**config.mk**
```make
export PLATFORM = sky130hd
export DESIGN_NAME = dac_audio_sched_flat
export DESIGN_NICKNAME = d
export VERILOG_FILES = /design/src/rtl/dac_audio_sched_pkg.sv /design/src/rtl/dac_audio_sched_if.sv /design/src/rtl/dac_audio_sched_src_buf.sv /design/src/rtl/dac_audio_sched.sv /design/src/flat_wrapper.sv
export SDC_FILE = /design/constraint.sdc
export NUM_CORES = 1
export LEC_CHECK = 0
export BUFFER_PORTS_ARGS = -buffer_cell sky130_fd_sc_hd__clkbuf_2
export CORE_MARGIN = 5
export CORE_UTILIZATION = 30
export CTS_CLUSTER_SIZE = 25
export DETAILED_ROUTE_END_ITERATION = 12
export PLACE_DENSITY = 0.48
export SLEW_MARGIN = 20
export SYNTH_ARGS = -nofsm -noshare
export SYNTH_HDL_FRONTEND = slang
export SYNTH_SLANG_ARGS = --single-unit
```
**constraint.sdc**
```tcl
create_clock -name clk_in -period 5.8 [get_ports clk_in]
set_clock_uncertainty 0.05 [all_clocks]
set_input_delay 0.29 -clock clk_in [delete_from_list [all_inputs] [get_ports clk_in]]
set_output_delay 0.29 -clock clk_in [all_outputs]
set_load 0.01 [all_outputs]
```
**src/rtl/dac_audio_sched_pkg.sv**
```systemverilog
// Shared audio definitions for the DAC sample scheduler: fade states and gain scaling constants.
package dac_audio_sched_pkg;

  typedef enum logic [1:0] {
    ST_RUN      = 2'd0,
    ST_FADE_OUT = 2'd1,
    ST_MUTED    = 2'd2,
    ST_FADE_IN  = 2'd3
  } state_e;

  localparam int                GAIN_W             = 9;
  localparam logic [GAIN_W-1:0] GAIN_UNITY         = GAIN_W'(256);
  localparam int                GAIN_SHIFT         = 8;
  localparam int                DEFAULT_SAMPLE_DIV = 1000;

endpackage

```
**src/rtl/dac_audio_sched_if.sv**
```systemverilog
// Valid/ready sample channel from an audio requester into the scheduler.
interface dac_audio_sched_if #(
  parameter int DATA_W = 32
);
  logic [DATA_W-1:0] data;
  logic              valid;
  logic              ready;

  modport master (output data, output valid, input ready);
  modport slave  (input data, input valid, output ready);
endinterface

```
**src/rtl/dac_audio_sched_src_buf.sv**
```systemverilog
// One-entry holding register for an audio source; emptied on every sample tick
// so the requester never stalls, with a same-edge load taking priority over the clear.
module audio_src_buf #(
  parameter int DATA_W = 32
) (
  input  logic               clk,
  input  logic               rst,
  input  logic               tick,
  dac_audio_sched_if.slave   src,
  output logic               full,
  output logic [DATA_W-1:0]  data
);

  logic              full_q, full_d;
  logic [DATA_W-1:0] data_q, data_d;
  logic              load;

  assign src.ready = ~full_q;
  assign full      = full_q;
  assign data      = data_q;

  // Accept a sample when empty; a tick drains the entry unless a new one lands on that edge.
  always_comb begin
    load   = src.valid & ~full_q;
    full_d = load | (full_q & ~tick);
    data_d = load ? src.data : data_q;
  end

  // Buffer state registers.
  always_ff @(posedge clk or posedge rst) begin
    if (rst) begin
      full_q <= 1'b0;
      data_q <= '0;
    end else begin
      full_q <= full_d;
      data_q <= data_d;
    end
  end

endmodule

```
**src/rtl/dac_audio_sched.sv**
```systemverilog
// Sample-rate scheduler and source arbiter feeding the PWM DAC: picks src0 or src1 once per
// sample period and ramps the gain through zero on source switches and mute to avoid clicks.
module dac_audio_sched
  import dac_audio_sched_pkg::*;
#(
  parameter int SAMPLE_DIV = DEFAULT_SAMPLE_DIV,
  parameter int RAMP_STEP  = 16,
  parameter int DATA_W     = 32
) (
  input  logic               clk_in,
  input  logic               RST,
  dac_audio_sched_if.slave   s0,
  dac_audio_sched_if.slave   s1,
  input  logic               sel_req,
  input  logic               mute,
  output logic [DATA_W-1:0]  data_out,
  output logic               sample_tick,
  output logic               cur_sel,
  output logic               underrun
);

  localparam int                CNT_W  = $clog2(SAMPLE_DIV);
  localparam logic [CNT_W-1:0]  CNT_MAX = CNT_W'(SAMPLE_DIV - 1);
  localparam logic [GAIN_W:0]   STEP_W  = (GAIN_W + 1)'(RAMP_STEP);

  logic [CNT_W-1:0]         cnt_q, cnt_d;
  state_e                   state_q, state_d;
  logic [GAIN_W-1:0]        gain_q, gain_d;
  logic [GAIN_W-1:0]        gain_cap_q, gain_cap_d;
  logic                     cur_sel_q, cur_sel_d;
  logic signed [DATA_W-1:0] smp_q, smp_d;
  logic                     pend_q, pend_d;
  logic                     underrun_q, underrun_d;
  logic                     sample_tick_q, sample_tick_d;
  logic [DATA_W-1:0]        data_out_q, data_out_d;

  logic                     tick;
  logic                     s0_full, s1_full;
  logic [DATA_W-1:0]        s0_buf, s1_buf;
  logic                     sel_full;
  logic [DATA_W-1:0]        sel_data;
  logic [GAIN_W:0]          gain_up;
  logic [GAIN_W-1:0]        gain_up_sat;
  logic [GAIN_W-1:0]        gain_dn;
  logic signed [DATA_W+GAIN_W:0] prod;

  assign tick = (cnt_q == CNT_MAX);

  audio_src_buf #(.DATA_W(DATA_W)) u_buf0 (
    .clk (clk_in),
    .rst (RST),
    .tick(tick),
    .src (s0),
    .full(s0_full),
    .data(s0_buf)
  );

  audio_src_buf #(.DATA_W(DATA_W)) u_buf1 (
    .clk (clk_in),
    .rst (RST),
    .tick(tick),
    .src (s1),
    .full(s1_full),
    .data(s1_buf)
  );

  // Gain ramp arithmetic (saturating at zero and unity) and the output scaling product.
  always_comb begin
    sel_full    = cur_sel_q ? s1_full : s0_full;
    sel_data    = cur_sel_q ? s1_buf  : s0_buf;
    gain_up     = {1'b0, gain_q} + STEP_W;
    gain_up_sat = (gain_up >= {1'b0, GAIN_UNITY}) ? GAIN_UNITY : gain_up[GAIN_W-1:0];
    gain_dn     = ({1'b0, gain_q} > STEP_W) ? GAIN_W'({1'b0, gain_q} - STEP_W) : '0;
    prod        = smp_q * $signed({1'b0, gain_cap_q});
  end

  // Next-state logic: tick counter, capture stage, fade state machine and output stage.
  always_comb begin
    cnt_d         = tick ? '0 : cnt_q + 1'b1;
    state_d       = state_q;
    gain_d        = gain_q;
    gain_cap_d    = gain_cap_q;
    cur_sel_d     = cur_sel_q;
    smp_d         = smp_q;
    pend_d        = tick;
    underrun_d    = 1'b0;
    sample_tick_d = pend_q;
    data_out_d    = data_out_q;

    if (tick) begin
      smp_d      = sel_full ? $signed(sel_data) : smp_q;
      underrun_d = ~sel_full;
      gain_cap_d = gain_q;
      case (state_q)
        ST_RUN: begin
          if (mute || (sel_req != cur_sel_q)) state_d = ST_FADE_OUT;
        end
        ST_FADE_OUT: begin
          gain_d = gain_dn;
          if (gain_dn == '0) begin
            if (mute) begin
              state_d = ST_MUTED;
            end else begin
              cur_sel_d = sel_req;
              state_d   = ST_FADE_IN;
            end
          end
        end
        ST_MUTED: begin
          gain_d = '0;
          if (!mute) begin
            cur_sel_d = sel_req;
            state_d   = ST_FADE_IN;
          end
        end
        ST_FADE_IN: begin
          if (mute || (sel_req != cur_sel_q)) begin
            state_d = ST_FADE_OUT;
          end else begin
            gain_d = gain_up_sat;
            if (gain_up_sat == GAIN_UNITY) state_d = ST_RUN;
          end
        end
        default: state_d = ST_FADE_IN;
      endcase
    end

    if (pend_q) data_out_d = DATA_W'(prod >>> GAIN_SHIFT);
  end

  // All scheduler state; reset lands in a fade-in from zero gain on src0.
  always_ff @(posedge clk_in or posedge RST) begin
    if (RST) begin
      cnt_q         <= '0;
      state_q       <= ST_FADE_IN;
      gain_q        <= '0;
      gain_cap_q    <= '0;
      cur_sel_q     <= 1'b0;
      smp_q         <= '0;
      pend_q        <= 1'b0;
      underrun_q    <= 1'b0;
      sample_tick_q <= 1'b0;
      data_out_q    <= '0;
    end else begin
      cnt_q         <= cnt_d;
      state_q       <= state_d;
      gain_q        <= gain_d;
      gain_cap_q    <= gain_cap_d;
      cur_sel_q     <= cur_sel_d;
      smp_q         <= smp_d;
      pend_q        <= pend_d;
      underrun_q    <= underrun_d;
      sample_tick_q <= sample_tick_d;
      data_out_q    <= data_out_d;
    end
  end

  assign data_out    = data_out_q;
  assign sample_tick = sample_tick_q;
  assign cur_sel     = cur_sel_q;
  assign underrun    = underrun_q;

endmodule

```
**src/flat_wrapper.sv**
```systemverilog
// flat-port wrapper written by rule: the top's interface ports become plain ports
module dac_audio_sched_flat import dac_audio_sched_pkg::*;
#(
  parameter int SAMPLE_DIV = DEFAULT_SAMPLE_DIV,
  parameter int RAMP_STEP  = 16,
  parameter int DATA_W     = 32
)
  (clk_in, RST, sel_req, mute, data_out, sample_tick, cur_sel, underrun, s0_data, s0_valid, s0_ready, s1_data, s1_valid, s1_ready);
  dac_audio_sched_if #(.DATA_W(DATA_W)) s0_i ();
  dac_audio_sched_if #(.DATA_W(DATA_W)) s1_i ();
  input  logic clk_in;
  input  logic RST;
  input  logic sel_req;
  input  logic mute;
  output logic [DATA_W-1:0] data_out;
  output logic sample_tick;
  output logic cur_sel;
  output logic underrun;
  input wire logic [$bits(s0_i.data)-1:0] s0_data;
  input wire logic [$bits(s0_i.valid)-1:0] s0_valid;
  output wire logic [$bits(s0_i.ready)-1:0] s0_ready;
  input wire logic [$bits(s1_i.data)-1:0] s1_data;
  input wire logic [$bits(s1_i.valid)-1:0] s1_valid;
  output wire logic [$bits(s1_i.ready)-1:0] s1_ready;
  assign s0_i.data = s0_data;
  assign s0_i.valid = s0_valid;
  assign s0_ready = s0_i.ready;
  assign s1_i.data = s1_data;
  assign s1_i.valid = s1_valid;
  assign s1_ready = s1_i.ready;
  dac_audio_sched #(.SAMPLE_DIV(SAMPLE_DIV), .RAMP_STEP(RAMP_STEP), .DATA_W(DATA_W)) u_core (.clk_in(clk_in), .RST(RST), .s0(s0_i), .s1(s1_i), .sel_req(sel_req), .mute(mute), .data_out(data_out), .sample_tick(sample_tick), .cur_sel(cur_sel), .underrun(underrun));
endmodule
```
# Yosys cells after proc, flatten, opt, wreduce, memory -nomap -nowiden
# Cells that the tools add are included.
[classes] n_mul=1 order_cmp=2 bitwise=10 n_reduce_logical=9 addsub=3 muxes=18 eq_ne=11
[op_table] operator="32-bit by 10-bit multiplier with 40-bit output" count=1
[op_table] operator="32-bit two-way mux" count=1
[op_table] operator="9-bit two-way mux" count=3
[op_table] operator="9-bit one-hot mux with 3 select lines" count=1
[op_table] operator="10-bit by 1-bit adder with 10-bit output, second input constant" count=1
[op_table] operator="9-bit by 5-bit adder with 10-bit output, second input constant" count=1
[op_table] operator="10-bit == test, second input constant" count=1
[op_table] operator="10-bit by 9-bit greater-or-equal comparator with 1-bit output, second input constant" count=1
[op_table] operator="10-bit two-way mux" count=1
[op_table] operator="2-bit two-way mux" count=5
[op_table] operator="9-bit == test, second input constant" count=1
[op_table] operator="9-bit by 5-bit > comparator with 1-bit output, second input constant" count=1
[op_table] operator="9-bit zero test" count=1
[op_table] operator="9-bit by 5-bit subtractor with 9-bit output, second input constant" count=1
[op_table] operator="2-bit one-hot mux with 4 select lines" count=1
[op_table] operator="3-bit AND reduction" count=2
[op_table] operator="1-bit two-way mux" count=5
[op_table] operator="5-bit AND reduction" count=1
[op_table] operator="1-bit bitwise AND" count=4
[op_table] operator="2-bit == test, second input constant" count=2
[op_table] operator="2-bit by 1-bit inequality test with 1-bit output, second input constant" count=2
[op_table] operator="2-bit inequality test, second input constant" count=2
[op_table] operator="1-bit NOT" count=4
[op_table] operator="3-bit by 1-bit inequality test with 1-bit output, second input constant" count=1
[op_table] operator="other kinds (9)" count=10
[totals] reg_bits=164 inputBits=70 output_inout_bits=37 word_cells=68

# Depth between registers and ports, before layout
[logic_depth] word_depth=7 mapped_depth=20

# Cells and area by module
# Synthesis repeated with hierarchy kept, for this count alone.
[unflattened] cells_unflattened=1633 hier_area_um2=16570.9
[by_module_without_submodules] mod="dac_audio_sched" instances=1 cells_per_inst=1487 seq_area_each_um2=2454.9 area_per_inst_um2=13848.3
[by_module_without_submodules] mod="audio_src_buf" instances=2 cells_per_inst=73 seq_area_each_um2=825.8 area_per_inst_um2=1361.3

# Least setup slack after synthesis
# Ideal clock, no wire load.
[synth_timing] path_type="reg2reg" start="register u_core.gain_cap_q[1]" end="register u_core.data_out_q[29], in the netlist u_core.data_out[29]" slack_ns=0.165 stages_incl_launch_ff=21 arrival_time_ns=5.453 synth_period_minus_slack_ns=5.635 t_required_ns=5.619 setup_ns=0.131 path_cell_list="dfrtp_1 -> clkbuf_1 -> nand2_1 -> fa_1 -> inv_1 -> fa_1 -> fa_1 -> fa_1 -> inv_1 -> fa_1 -> inv_1 -> ha_1 -> buf_6 -> and4_4 -> and3_1 -> a32o_1 -> or2_0 -> a31o_4 -> a31o_4 -> and4_4 -> or3_1"
[synth_between] elab_chain_cells=1
[synth_lines] element="start, declared" line="dac_audio_sched.sv:29" rtl="logic [GAIN_W-1:0] gain_cap_q, gain_cap_d;"
[synth_lines] element="start signal, assigned" line="dac_audio_sched.sv:148" rtl="gain_cap_q <= gain_cap_d;"
[synth_lines] element="32-bit by 10-bit multiplier with 40-bit output" line="dac_audio_sched.sv:74" rtl="prod = smp_q * $signed({1'b0, gain_cap_q});"
[synth_lines] element="end signal, assigned" line="dac_audio_sched.sv:154" rtl="data_out_q <= data_out_d;"
[synth_lines] element="end, declared" line="dac_audio_sched.sv:35" rtl="logic [DATA_W-1:0] data_out_q, data_out_d;"
# No other way between the ends.
# A chain may end at the register's enable or synchronous reset.

# Final worst setup path
[layout_timing] start="register u_core.gain_cap_q[4]" end="register u_core.data_out_q[29], in the netlist u_core.data_out[29]"
# The elaborated chain is that of the path after synthesis.

==> impl_metrics.tcl <==
set metrics [dict create \
    outcome "finished clean" \
    tightest_slew_ns 0.886 \
    htreeDepth 4 \
    crit_required_ns 6.10 \
    final_area_um2 19500 \
    path_max_fanout 7 \
    cts.sinks 164 \
    place_congestion 0.831 \
    holdCritStartpoint "s1_data[24]" \
    critPathBufInv 5 \
    final_common_cell "inv_1" \
    dp_hpwl_mm 31.6 \
    mostFrequentLayoutCells "inv_1 (245), nand2_1 (233), fa_1 (221)" \
    cp-end-kind "flip-flop" \
    syn-num-nets 2001 \
    synth-seq-cells 164 \
    clockBufferDepth 2 \
    crit_path_max_incr_delay_ns 0.53 \
    critical-path-top-delay-family "adder cells" \
    fin_crit_ns 5.67 \
    netlist-cell-type-count 74 \
    setup_viol 0 \
    overflow 0 \
    grt_pass1_wl_mm 67.4 \
    place_area_um2 18000 \
    yosys.area.top_type "fa_1" \
    clkTransAtPathRegs_ns 0.08 \
    io_buffers 106 \
    drive_above_1_share_pct 22.4 \
    vias 11400 \
    slew_viol_final 0 \
    syn_avg_cell_area_um2 9.97 \
    async_flop_share_pct 100 \
    yosysWarnings 0 \
    cts_tree "done" \
    grt_pass1_vias 12300 \
    track_usage_pct 14.2 \
    timing.final.crit_share_pct 97.7 \
    fp.coreArea_um2 52900 \
    synth_flop_cell "dfrtp_1" \
    max_slew_margin_pct 40.9 \
    io_pins 107 \
    crit_type "reg -> reg" \
    synth-edff-count 0 \
    rows 84 \
    drv_cap 0 \
    cp_common_cell "fa_1" \
    post-route-drc-count 0 \
    hold_viol_final 0 \
    antennaDiodeCount 0 \
    numCtsBuffers 17 \
    power.density_nw_per_um2 150 \
    fp.dieW_um 242 \
    die_h_um 242 \
    max_freq_mhz 176 \
    hold_class "in -> reg" \
    die_area_um2 58400 \
    yosysSeqAreaShare_pct 25.5 \
    antenna_found_initial 0 \
    synthCells 1614 \
    synth_top_area_share_pct 28.1 \
    area_growth_syn_to_layout_pct 21.4 \
    grt_max_degree 71 \
    fin_nets 2200 \
    first_pass_iters 4 \
    routed_wl_mm 41.3 \
    drt-initial-drc-count 490 \
    path_cells "buf_12 > buf_12 > buf_4 > and2_1 > fa_2 > fa_1 > fa_1 > fa_1 > inv_1 > fa_1 > inv_2 > ha_4 > and3_1 > and3_1 > a32o_2 > or2_0 > a31o_4 > a31o_4 > and4_4 > or3_1" \
    setup-tns-final_ns 0 \
    start_util_pct 30.4 \
    syn_area_um2 16100 \
    vdd_ir_drop_max_uv 193 \
    startpoint "u_core.gain_cap_q[4]" \
    critPathLaunchType "flip-flop" \
    arrival_ns 5.96 \
    synthTopCellsByArea "fa_1 (28%), dfrtp_1 (25%), ha_1 (7.1%)" \
    viasPerCell 4.54 \
    cpMaxStageDelayCell "fa_2" \
    ant_nets 0 \
    clkLatencyLatePin_ns 0.45 \
    reg2reg_from "u_core.gain_cap_q[4]" \
    p_leak_nw 9.96 \
    root_buffer "clkbuf_16" \
    wl_per_cell_um 16.4 \
]
-- flip-flops by register name, indices dropped and copies added, names as in the netlist, 2 cells and up --
register            cells
u_core.gain_q           9
u_core.gain_cap_q       9
u_core.u_buf1.data     32
u_core.u_buf0.data     32
u_core.data_out        32
u_core.smp_q           32
u_core.state_q          2
u_core.cnt_q           10
-- final timing paths --
| path | endpoint | slack (ns) | depth (start not counted) |
|---|---|---|---|
| min in group asynchronous | u_core.smp_q[31] | 0.40 | 3 |
| hold / removal | u_core.u_buf1.data[24] | 0.03 | 2 |
| max in group asynchronous | u_core.pend_q | 3.94 | 4 |
| setup reg to reg | u_core.data_out[29] | 0.13 | 20 |
| hold reg to reg | u_core.cnt_q[0] | 0.41 | 1 |
| setup / recovery | u_core.data_out[29] | 0.13 | 20 |
-- stage by stage --
stage / hold WS (ns) / total power [mW] / worst slack, ns / utilization [%] / cells
after global placement: 0.348 / 1.72 / 0.00789 / 34.0 / 2411
after detailed placement: 0.359 / 1.75 / -0.0585 / 34.0 / 2412
after floorplan: 0.302 / 1.63 / 0.165 / - / 1614
after CTS: 0.000728 / 3.00 / 0.00289 / 36.1 / 2494
final: 0.0330 / 2.94 / 0.133 / 37.0 / 2514
after global routing: 0.00799 / 3.09 / -0.0425 / 37.0 / 2514
-- worst reg2reg max path, delay by kind of cell, from the launching register on --
| family | cells | cell delay [ns] |
|---|---|---|
| AO/OA/AOI/OAI | 3 | 0.68 |
| flip-flops | 1 | 0.43 |
| buffers and inverters | 5 | 0.52 |
| adder cells (fa/ha/maj) | 6 | 2.62 |
| AND/OR/NAND/NOR | 6 | 1.26 |
-- cells by family (layout without fill, tap and decap cells) --
kind of cell | count (synthesis) | after routing | share of synthesized area, %
DFF | 164 | 164 | 25.5
muxes | 117 | 117 | 7.94
buffers and inverters | 335 | 547 | 7.86
adders and majority gates | 317 | 317 | 35.2
xor gates and xnor gates | 39 | 39 | 2.12
AOI/OAI and AO/OA | 162 | 162 | 6.66
and+or+nand+nor | 480 | 480 | 14.7
-- synthesized netlist by cell type (all sizes together) (3+ instances only) --
library cell  count
inv             247
nand2           235
fa              226
dfrtp           162
and2            145
ha               91
mux2             85
clkbuf           81
o21ai            54
a21oi            37
mux2i            32
nor2             29
xnor2            25
a21o             14
xor2             14
nand3            13
and3             10
nor2b             9
nand4             7
a211oi            6
buf               6
o31ai             6
a31o              5
and4              5
nor3              5
o21bai            5
a31oi             4
nand2b            4
nor4              4
a21boi            3
a22oi             3
o211ai            3
or2               3
or3               3
-- layout make-up --
class	count	area, um2
fillers	5270	33300
multi-input cells	1115	10900
flip-flops and latches	164	4140
repair buffers	267	2100
inverters	248	936
well taps	688	861
clock buffers	17	425
clock inverters	15	186
-- what timing repair did --
item                                    in CTS  in global routing
hold endpoints to repair                   103                  0
pin swaps                                    1                 40
gates cloned                                 0                  4
hold buffers                                50                  0
buffers inserted                             0                 15
resized for setup                            4                 53
endpoints found under the setup margin       4                 18
-- power breakdown --
| part | internal (mW) | leakage, nW | switching (mW) |
|---|---|---|---|
| Sequential | 1.32 | 2.06 | 0.0895 |
| Clock | 0.621 | 0.297 | 0.579 |
| Combinational | 0.206 | 7.60 | 0.127 |
-- metal layers --
layer / up-vias / track usage, % / part of all wire, %
li1: 5468 / - / -
met1: 5721 / 21.1 / 51
met2: 186 / 22.1 / 45
met3: 26 / 2.25 / 3.2
met4: 0 / 2.90 / 1.1
met5: - / 0 / 0
Note: power is estimated with default switching activity, not from simulation.
